===== config.mk =====
export PLATFORM = sky130hd
export DESIGN_NAME = sys_ctrl_alu
export DESIGN_NICKNAME = d
export VERILOG_FILES = /design/src/rtl/sys_ctrl_alu.sv
export SDC_FILE = /design/constraint.sdc
export NUM_CORES = 1
export LEC_CHECK = 0
export ABC_AREA = 1
export BUFFER_PORTS_ARGS = -buffer_cell sky130_fd_sc_hd__buf_4
export CAP_MARGIN = 25
export CORE_MARGIN = 4
export CORE_UTILIZATION = 53
export CTS_CLUSTER_SIZE = 20
export DETAILED_ROUTE_END_ITERATION = 8
export GPL_ROUTABILITY_DRIVEN = 0
export GPL_TIMING_DRIVEN = 0
export PLACE_DENSITY = 0.78
export SLEW_MARGIN = 20
export SYNTH_ARGS = -nofsm -noshare
export SYNTH_HDL_FRONTEND = slang
export SYNTH_SLANG_ARGS = --single-unit
export TNS_END_PERCENT = 100

===== constraint.sdc =====
create_clock -name clk -period 2 [get_ports clk]
set_clock_uncertainty 0.1 [all_clocks]
set_input_delay 0.3 -clock clk [delete_from_list [all_inputs] [get_ports clk]]
set_output_delay 0.3 -clock clk [all_outputs]
set_load 0.02 [all_outputs]

===== src/rtl/sys_ctrl_alu.sv =====
// Command controller between the UART receiver/transmitter and the ALU.
// It parses CMD/operand/function byte frames, pulses the ALU enable once per
// operation, captures the ALU result and returns it as two bytes, low byte first.
module sys_ctrl_alu #(
  parameter int          DATA_WIDTH  = 8,
  parameter logic [7:0]  CMD_ALU_OP  = 8'hCC,
  parameter logic [7:0]  CMD_ALU_NOP = 8'hDD,
  parameter int          TIMEOUT     = 1000
) (
  input  logic                      clk,
  input  logic                      reset,
  input  logic [7:0]                RX_P_DATA,
  input  logic                      RX_D_VLD,
  output logic [DATA_WIDTH-1:0]     ALU_A,
  output logic [DATA_WIDTH-1:0]     ALU_B,
  output logic [3:0]                ALU_FUN,
  output logic                      ALU_EN,
  input  logic [2*DATA_WIDTH-1:0]   ALU_OUT,
  input  logic                      ALU_OUT_VALID,
  output logic [7:0]                TX_P_DATA,
  output logic                      TX_D_VLD,
  input  logic                      TX_BUSY,
  output logic                      CTRL_BUSY
);

  typedef enum logic [3:0] {
    IDLE,
    GET_A,
    GET_B,
    GET_FUN,
    ALU_RUN,
    ALU_WAIT,
    SEND_LO,
    GAP,
    SEND_HI
  } state_t;

  localparam int CNT_W = (TIMEOUT > 1) ? $clog2(TIMEOUT) : 1;
  localparam logic [CNT_W-1:0] TMO_LAST = CNT_W'(TIMEOUT - 1);

  state_t                    state;
  logic [CNT_W-1:0]          tmo_cnt;
  logic [2*DATA_WIDTH-1:0]   result;

  // Timeout is only meaningful while collecting the bytes of a frame.
  logic in_frame;
  logic tmo_hit;

  // Decode of the frame-collection states and of the idle-limit condition.
  always_comb begin
    in_frame = (state == GET_A) || (state == GET_B) || (state == GET_FUN);
    tmo_hit  = in_frame && (tmo_cnt == TMO_LAST);
  end

  // Single FSM: state, timeout counter, operand/result registers and all
  // registered outputs. CTRL_BUSY is updated together with every state change
  // so it is a clean flop rather than a decode of the multi-bit state.
  // NOTE: sequential state uses non-blocking assignments so every register
  // samples pre-edge values, independent of statement order.
  always_ff @(posedge clk or negedge reset) begin
    if (!reset) begin
      state     <= IDLE;
      tmo_cnt   <= '0;
      result    <= '0;
      ALU_A     <= '0;
      ALU_B     <= '0;
      ALU_FUN   <= '0;
      ALU_EN    <= 1'b0;
      TX_P_DATA <= '0;
      TX_D_VLD  <= 1'b0;
      CTRL_BUSY <= 1'b0;
    end else begin
      // Strobes are single-cycle by default.
      ALU_EN   <= 1'b0;
      TX_D_VLD <= 1'b0;

      // The counter clears on any accepted byte or state change and only
      // advances while a frame is waiting for its next byte.
      tmo_cnt <= '0;
      if (in_frame && !RX_D_VLD && !tmo_hit) begin
        tmo_cnt <= tmo_cnt + 1'b1;
      end

      case (state)
        IDLE: begin
          if (RX_D_VLD) begin
            if (RX_P_DATA == CMD_ALU_OP) begin
              state     <= GET_A;
              CTRL_BUSY <= 1'b1;
            end else if (RX_P_DATA == CMD_ALU_NOP) begin
              state     <= GET_FUN;
              CTRL_BUSY <= 1'b1;
            end
          end
        end

        GET_A: begin
          if (RX_D_VLD) begin
            ALU_A <= DATA_WIDTH'(RX_P_DATA);
            state <= GET_B;
          end else if (tmo_hit) begin
            state     <= IDLE;
            CTRL_BUSY <= 1'b0;
          end
        end

        GET_B: begin
          if (RX_D_VLD) begin
            ALU_B <= DATA_WIDTH'(RX_P_DATA);
            state <= GET_FUN;
          end else if (tmo_hit) begin
            state     <= IDLE;
            CTRL_BUSY <= 1'b0;
          end
        end

        GET_FUN: begin
          if (RX_D_VLD) begin
            ALU_FUN <= RX_P_DATA[3:0];
            ALU_EN  <= 1'b1;
            state   <= ALU_RUN;
          end else if (tmo_hit) begin
            state     <= IDLE;
            CTRL_BUSY <= 1'b0;
          end
        end

        // ALU_EN is high for exactly this one state.
        ALU_RUN: begin
          state <= ALU_WAIT;
        end

        ALU_WAIT: begin
          if (ALU_OUT_VALID) begin
            result <= ALU_OUT;
            state  <= SEND_LO;
          end
        end

        SEND_LO: begin
          if (!TX_BUSY) begin
            TX_P_DATA <= result[7:0];
            TX_D_VLD  <= 1'b1;
            state     <= GAP;
          end
        end

        // The transmitter's busy flag lags the strobe, so it is not trusted here.
        GAP: begin
          state <= SEND_HI;
        end

        SEND_HI: begin
          if (!TX_BUSY) begin
            TX_P_DATA <= result[15:8];
            TX_D_VLD  <= 1'b1;
            state     <= IDLE;
            CTRL_BUSY <= 1'b0;
          end
        end

        default: begin
          state     <= IDLE;
          CTRL_BUSY <= 1'b0;
        end
      endcase
    end
  end

endmodule


==> flow_summary.yaml, run 1 <==
worst_setup_path:
  reg2reg_depth: 6
  setup.worst_path.class: "reg2reg"
  start_kind: "flop"
  crit_fanout: 10
  required_ps: 2150
  arrival_ps: 1870
  worstSetupEndpointType: "flop"
placement:
  place_area_sq_um: 3210
  hpwlAfterDp_mm: 4.07
  io_buffers: 59
global_routing:
  grt_max_degree: 62
  overflow: 0
  antenna_found_initial: 0
  first_global_vias: 2125
  grt_first_pass_wirelength_mm: 9.45
  track_usage_pct: 19.9
timing:
  setup_tns_ps: 0
  setup_viol: 0
  fmax_mhz: 583
  tightest_slew_ps: 755
  slew_violations: 0
  fin_crit_sh_pct: 85.7
  fin_crit_ps: 1710
  max_slew_margin_pct: 49.7
  finalHoldViolations: 0
  rsz0062_at_grt: "false"
synthesis:
  synth_nets: 323
  synth.top_cell.area_share_pct: 56.8
  async_reset_ff_share_pct: 100
  yosys.area_share.simple_pct: 20.5
  synthAdderAreaFrac_pct: 0.466
  synth.area.top_cells: "dfrtp_1 57%, nand2_1 8.8%, nor2_1 5.5%"
  synth_top_family_by_area: "simple AND/OR/NAND/NOR gates"
  ys_types: 27
  synthMuxAreaShare_pct: 5.03
  yosysSeqAreaShare_pct: 56.8
  synth_compound_area_share_pct: 9.55
  netlist_area_sq_um: 2690
  yosys_register_bits: 61
  synth-main-ff-cell: "dfrtp_1"
  netlist_instances: 293
  synth_warnings: 0
  synth_edf_count: 0
  synth_top_area_cell: "dfrtp_1"
  synth_xor_area_share_pct: 0.979
  synth.avg_cell_area_sq_um: 9.16
final_layout:
  stdcell_area_sq_um: 3420
  multi_input_area_sq_um: 982
  antenna_cells: 0
  num-nets-final: 394
  fillers: 400
  seqCellArea_sq_um: 1530
  drive_gt1_share_pct: 27.1
  syn_to_final_growth_pct: 27.3
clock_network:
  insertion_delay_ps: 340
  clock-sinks: 61
  cts.clk_slew.worst_paths_ps: 70
  cts_tree: "done"
  cts_resized: 0
  clockBufferDepth: 2
  htree_num_levels: 3
  numCtsBuffers: 9
  root_buffer: "clkbuf_8"
routing:
  drt_iter0_markers: 99
  vias: 2145
  routed_wl_mm: 5.63
  antenna_left: 0
  post_drt_via_cell_ratio: 4.92
  dr.pass1.iters: 4
  drc: 0
  wl_per_cell_um: 12.9
floorplanning:
  coreArea_sq_um: 4820
  dieArea_sq_um: 6270
  initial_core_util_pct: 55.7
  die_h_um: 79.2
  fp.dieW_um: 79.2
  pin_count: 60
  rows: 25
power:
  ir_worst_vdd_mv: 0.947
  power_density_nw_per_um2: 1480
  p_leak_uw: 0.00176
run_status:
  outcome: "finished, final reports clean"
flow_run:
  maxCapViolations: 0
hold_path:
  min_path_cells: 2
  hold_class: "in2reg"
## cell usage in the layout, fill, tap and decap left out, types with 3 or more instances in the layout
master,n
nand2_1,63
dfrtp_1,61
buf_4,59
nor2_1,39
inv_1,32
o21ai_0,24
a21oi_1,16
clkbuf_8,13
mux2_2,11
nand3_1,10
nand4_1,6
a31oi_1,4
buf_2,3
clkbuf_1,3
## sequential cells by signal (all words and copies together), names as in the netlist
signal,cells
ALU_A,8
ALU_B,8
ALU_EN,1
ALU_FUN,4
CTRL_BUSY,1
TX_D_VLD,1
TX_P_DATA,8
result,16
state,4
tmo_cnt,10
## cell usage after synthesis (3+ instances only)
cell type,count
nand2_1,63
dfrtp_1,61
nor2_1,39
inv_1,32
o21ai_0,24
a21oi_1,16
mux2_2,11
nand3_1,10
nand4_1,6
a31oi_1,4
buf_2,3
clkbuf_1,3
## worst paths after layout
check	from	to	slack, ps
max in group asynchronous	reset	ALU_B[7]$_DFFE_PN0P_	830
worst max-delay path	state[2]$_DFFE_PN0P_	ALU_B[1]$_DFFE_PN0P_	290
min in group asynchronous	reset	tmo_cnt[2]$_DFF_PN0_	470
worst min register to register	tmo_cnt[0]$_DFF_PN0_	tmo_cnt[0]$_DFF_PN0_	360
worst max register to register	state[2]$_DFFE_PN0P_	ALU_B[1]$_DFFE_PN0P_	290
worst min-delay path	ALU_OUT[11]	result[11]$_DFFE_PN0P_	80
## per-stage QoR
step / util [%] / instances / total power, uW / worst slack, ps / hold slack (ps)
6_report: 71.0 / 436 / 5060 / 285 / 84.5
5_1_grt: 71.0 / 436 / 5410 / 79.2 / 71.4
4_1_cts: 71.0 / 436 / 5100 / 286 / 74.2
3_5_place_dp: 66.7 / 419 / 4040 / 313 / 321
3_3_place_gp: 66.7 / 419 / 3970 / 360 / 315
2_1_floorplan: - / 293 / 3260 / 532 / -95.6
## logic make-up (layout without fill, tap and decap cells)
family,after synthesis,after routing
xor+xnor,3,3
mux,12,12
simple gates,127,127
flops,61,61
fa+ha+maj,1,1
buf+inv,42,118
compound gates,47,47
## report_power, final
group	switching, uW	internal, uW
sequential	279	1720
combinational	1190	832
clock	463	580
## area by class of cell
class / count / share of cell area [%]
Buffer: 8 / 1.43
Clock buffer: 13 / 5.23
Clock inverter: 3 / 0.512
Inverter: 34 / 3.73
Multi-Input combinational cell: 190 / 28.7
Sequential cell: 61 / 44.7
Tap cell: 67 / 2.45
Timing Repair Buffer: 60 / 13.3
## worst max-delay path, cell delays in order (launching register included)
cell      delay [ps]
dfrtp_1          380
inv_2            150
nand2_1          120
inv_2             80
nand4_1          270
clkbuf_1         300
o21ai_0          220
## per-layer routing
| layer | global-route usage, % | vias up | part of all wire, % |
|---|---|---|---|
| met5 | 0 | - | 0 |
| met4 | 7.90 | 0 | 1.9 |
| met3 | 6.69 | 11 | 5.5 |
| met2 | 32.9 | 57 | 49 |
| met1 | 23.8 | 985 | 44 |
| li1 | - | 1092 | - |
## what timing repair did
item,in CTS,in global routing
endpoints found under the hold margin,61,0
buffers inserted,0,0
endpoints found under the setup margin,0,0
hold buffers,1,0
No activity file was read; power rests on OpenSTA's default activity.
==> run 2, diff against run 1 <==
--- a/config.mk
+++ b/config.mk
@@ -6,6 +6,7 @@
 export NUM_CORES = 1
 export LEC_CHECK = 0
 export ABC_AREA = 1
+export ABC_CLOCK_PERIOD_IN_PS = 2000
 export BUFFER_PORTS_ARGS = -buffer_cell sky130_fd_sc_hd__buf_4
 export CAP_MARGIN = 25
 export CORE_MARGIN = 4
@@ -14,7 +15,9 @@
 export DETAILED_ROUTE_END_ITERATION = 8
 export GPL_ROUTABILITY_DRIVEN = 0
 export GPL_TIMING_DRIVEN = 0
+export MAX_ROUTING_LAYER = met4
 export PLACE_DENSITY = 0.78
+export SKIP_CTS_REPAIR_TIMING = 1
 export SLEW_MARGIN = 20
 export SYNTH_ARGS = -nofsm -noshare
 export SYNTH_HDL_FRONTEND = slang
==> flow_summary.yaml, run 2 (synthesis gave the netlist of run 1 again) <==
routing:
  antenna_left: 0
  routed_wl_mm: 5.63
  drc: 0
  dr.pass1.iters: 4
  post_drt_via_cell_ratio: 4.92
  vias: 2144
  wl_per_cell_um: 12.9
  drt_iter0_markers: 84
timing:
  setup_tns_ps: 0
  tightest_slew_ps: 759
  max_slew_margin_pct: 49.4
  fin_crit_ps: 1720
  rsz0062_at_grt: "false"
  setup_viol: 0
  fin_crit_sh_pct: 86.1
  slew_violations: 0
  finalHoldViolations: 0
  fmax_mhz: 581
worst_setup_path:
  max_stage_delay_ps: 520
  crit_fanout: 10
  required_ps: 2100
  critical-path-top-delay-family: "buffers and inverters"
  crit_path_cell_trace: "inv_1, nand3_1, clkbuf_1, o21ai_0"
  path_buf_inv: 2
  worst_path_max_delay_cell: "dfrtp_1"
  worstSetupEndpointType: "flop"
  start_kind: "flop"
  arrival_ps: 1820
  setup.worst_path.class: "reg2reg"
global_routing:
  first_global_vias: 2113
  overflow: 0
  track_usage_pct: 20.3
  antenna_found_initial: 0
  grt_first_pass_wirelength_mm: 9.44
  grt_max_degree: 62
clock_network:
  clockBufferDepth: 2
  cts.clk_slew.worst_paths_ps: 60
  numCtsBuffers: 9
  htree_num_levels: 3
  insertion_delay_ps: 340
  root_buffer: "clkbuf_8"
  clock-sinks: 61
  cts_tree: "done"
final_layout:
  multi_input_area_sq_um: 982
  num-nets-final: 394
  final_common_cell: "nand2_1"
  seqCellArea_sq_um: 1530
  fin_cells: 436
  reg_top3: "result x16, tmo_cnt x10"
  syn_to_final_growth_pct: 27.3
  largest_reg_flops: 16
  fillers: 400
  final_cell_mix: "63 x nand2_1, 61 x dfrtp_1, 59 x buf_4"
  top_register: "result"
  drive_gt1_share_pct: 27.1
  antenna_cells: 0
placement:
  dp_cells: 419
  io_buffers: 59
  hpwlAfterDp_mm: 4.07
power:
  power_density_nw_per_um2: 1480
  p_leak_uw: 0.00176
  p_int_uw: 3130
  p_switching_uw: 1930
  p_sw_share_pct: 38.1
  clockPowerShare_pct: 20.6
  pwr-share-comb_pct: 39.9
  pwr-share-seq_pct: 39.5
  ir_worst_vdd_mv: 0.949
hold_path:
  hold_class: "in2reg"
floorplanning:
  fp.dieW_um: 79.2
  dieArea_sq_um: 6270
  die_h_um: 79.2
  initial_core_util_pct: 55.7
  pin_count: 60
  rows: 25
  coreArea_sq_um: 4820
flow_run:
  maxCapViolations: 0
run_status:
  outcome: "finished, final reports clean"
[run 2: cell counts in the layout (fill, tap and decap cells not counted)]
No cell type changed its count.
[run 2: metal layers]
| layer | track usage (%) | routed length [um] | vias up |
|---|---|---|---|
| li1 | - | - | 1090 |
| met1 | 23.9 | 2530 | 997 |
| met2 | 32.9 | 2760 | 46 |
| met3 | 4.76 | 235 | 11 |
| met4 | 9.97 | 110 | 0 |
| met5 | - | 0 | - |
[run 2: cell type report]
cell class / count / share of cell area [%]
multi-input combinational: 190 / 28.7
tap: 67 / 2.45
clock buffer: 13 / 5.23
inverter: 34 / 3.73
timing repair buffer: 60 / 13.3
buffer: 8 / 1.43
clock inverter: 3 / 0.512
sequential: 61 / 44.7
[run 2: path summary, 6_finish.rpt]
kind / start / slack (ps) / cells past startpoint / endpoint
min in group asynchronous: reset / 470 / 2 / tmo_cnt[2]$_DFF_PN0_
hold / removal: ALU_OUT[11] / 90 / 2 / result[11]$_DFFE_PN0P_
hold reg to reg: tmo_cnt[0]$_DFF_PN0_ / 360 / 1 / tmo_cnt[0]$_DFF_PN0_
setup reg to reg: state[1]$_DFFE_PN0P_ / 280 / 4 / ALU_A[2]$_DFFE_PN0P_
setup / recovery: state[1]$_DFFE_PN0P_ / 280 / 4 / ALU_A[2]$_DFFE_PN0P_
max in group asynchronous: reset / 820 / 2 / result[1]$_DFFE_PN0P_
[run 2: through the flow]
step	util, %	cell area, sq um	total power, uW	worst slack [ps]	hold WS, ps
2_1_floorplan	-	2690	3260	532	-95.6
3_3_place_gp	66.7	3210	3970	360	315
3_5_place_dp	66.7	3210	4040	313	321
4_1_cts	70.8	3410	5100	286	-46.0
5_1_grt	71.0	3420	5410	79.5	77.4
6_report	71.0	3420	5060	278	86.6
[run 2: power groups by stage]
stage,registers (uW),logic [uW],clock network (uW)
floorplan,2300,955,0
global placement,2000,1970,0
detailed placement,2010,2030,0
CTS,1990,2030,1070
global route,2050,2230,1130
finish,2000,2020,1040
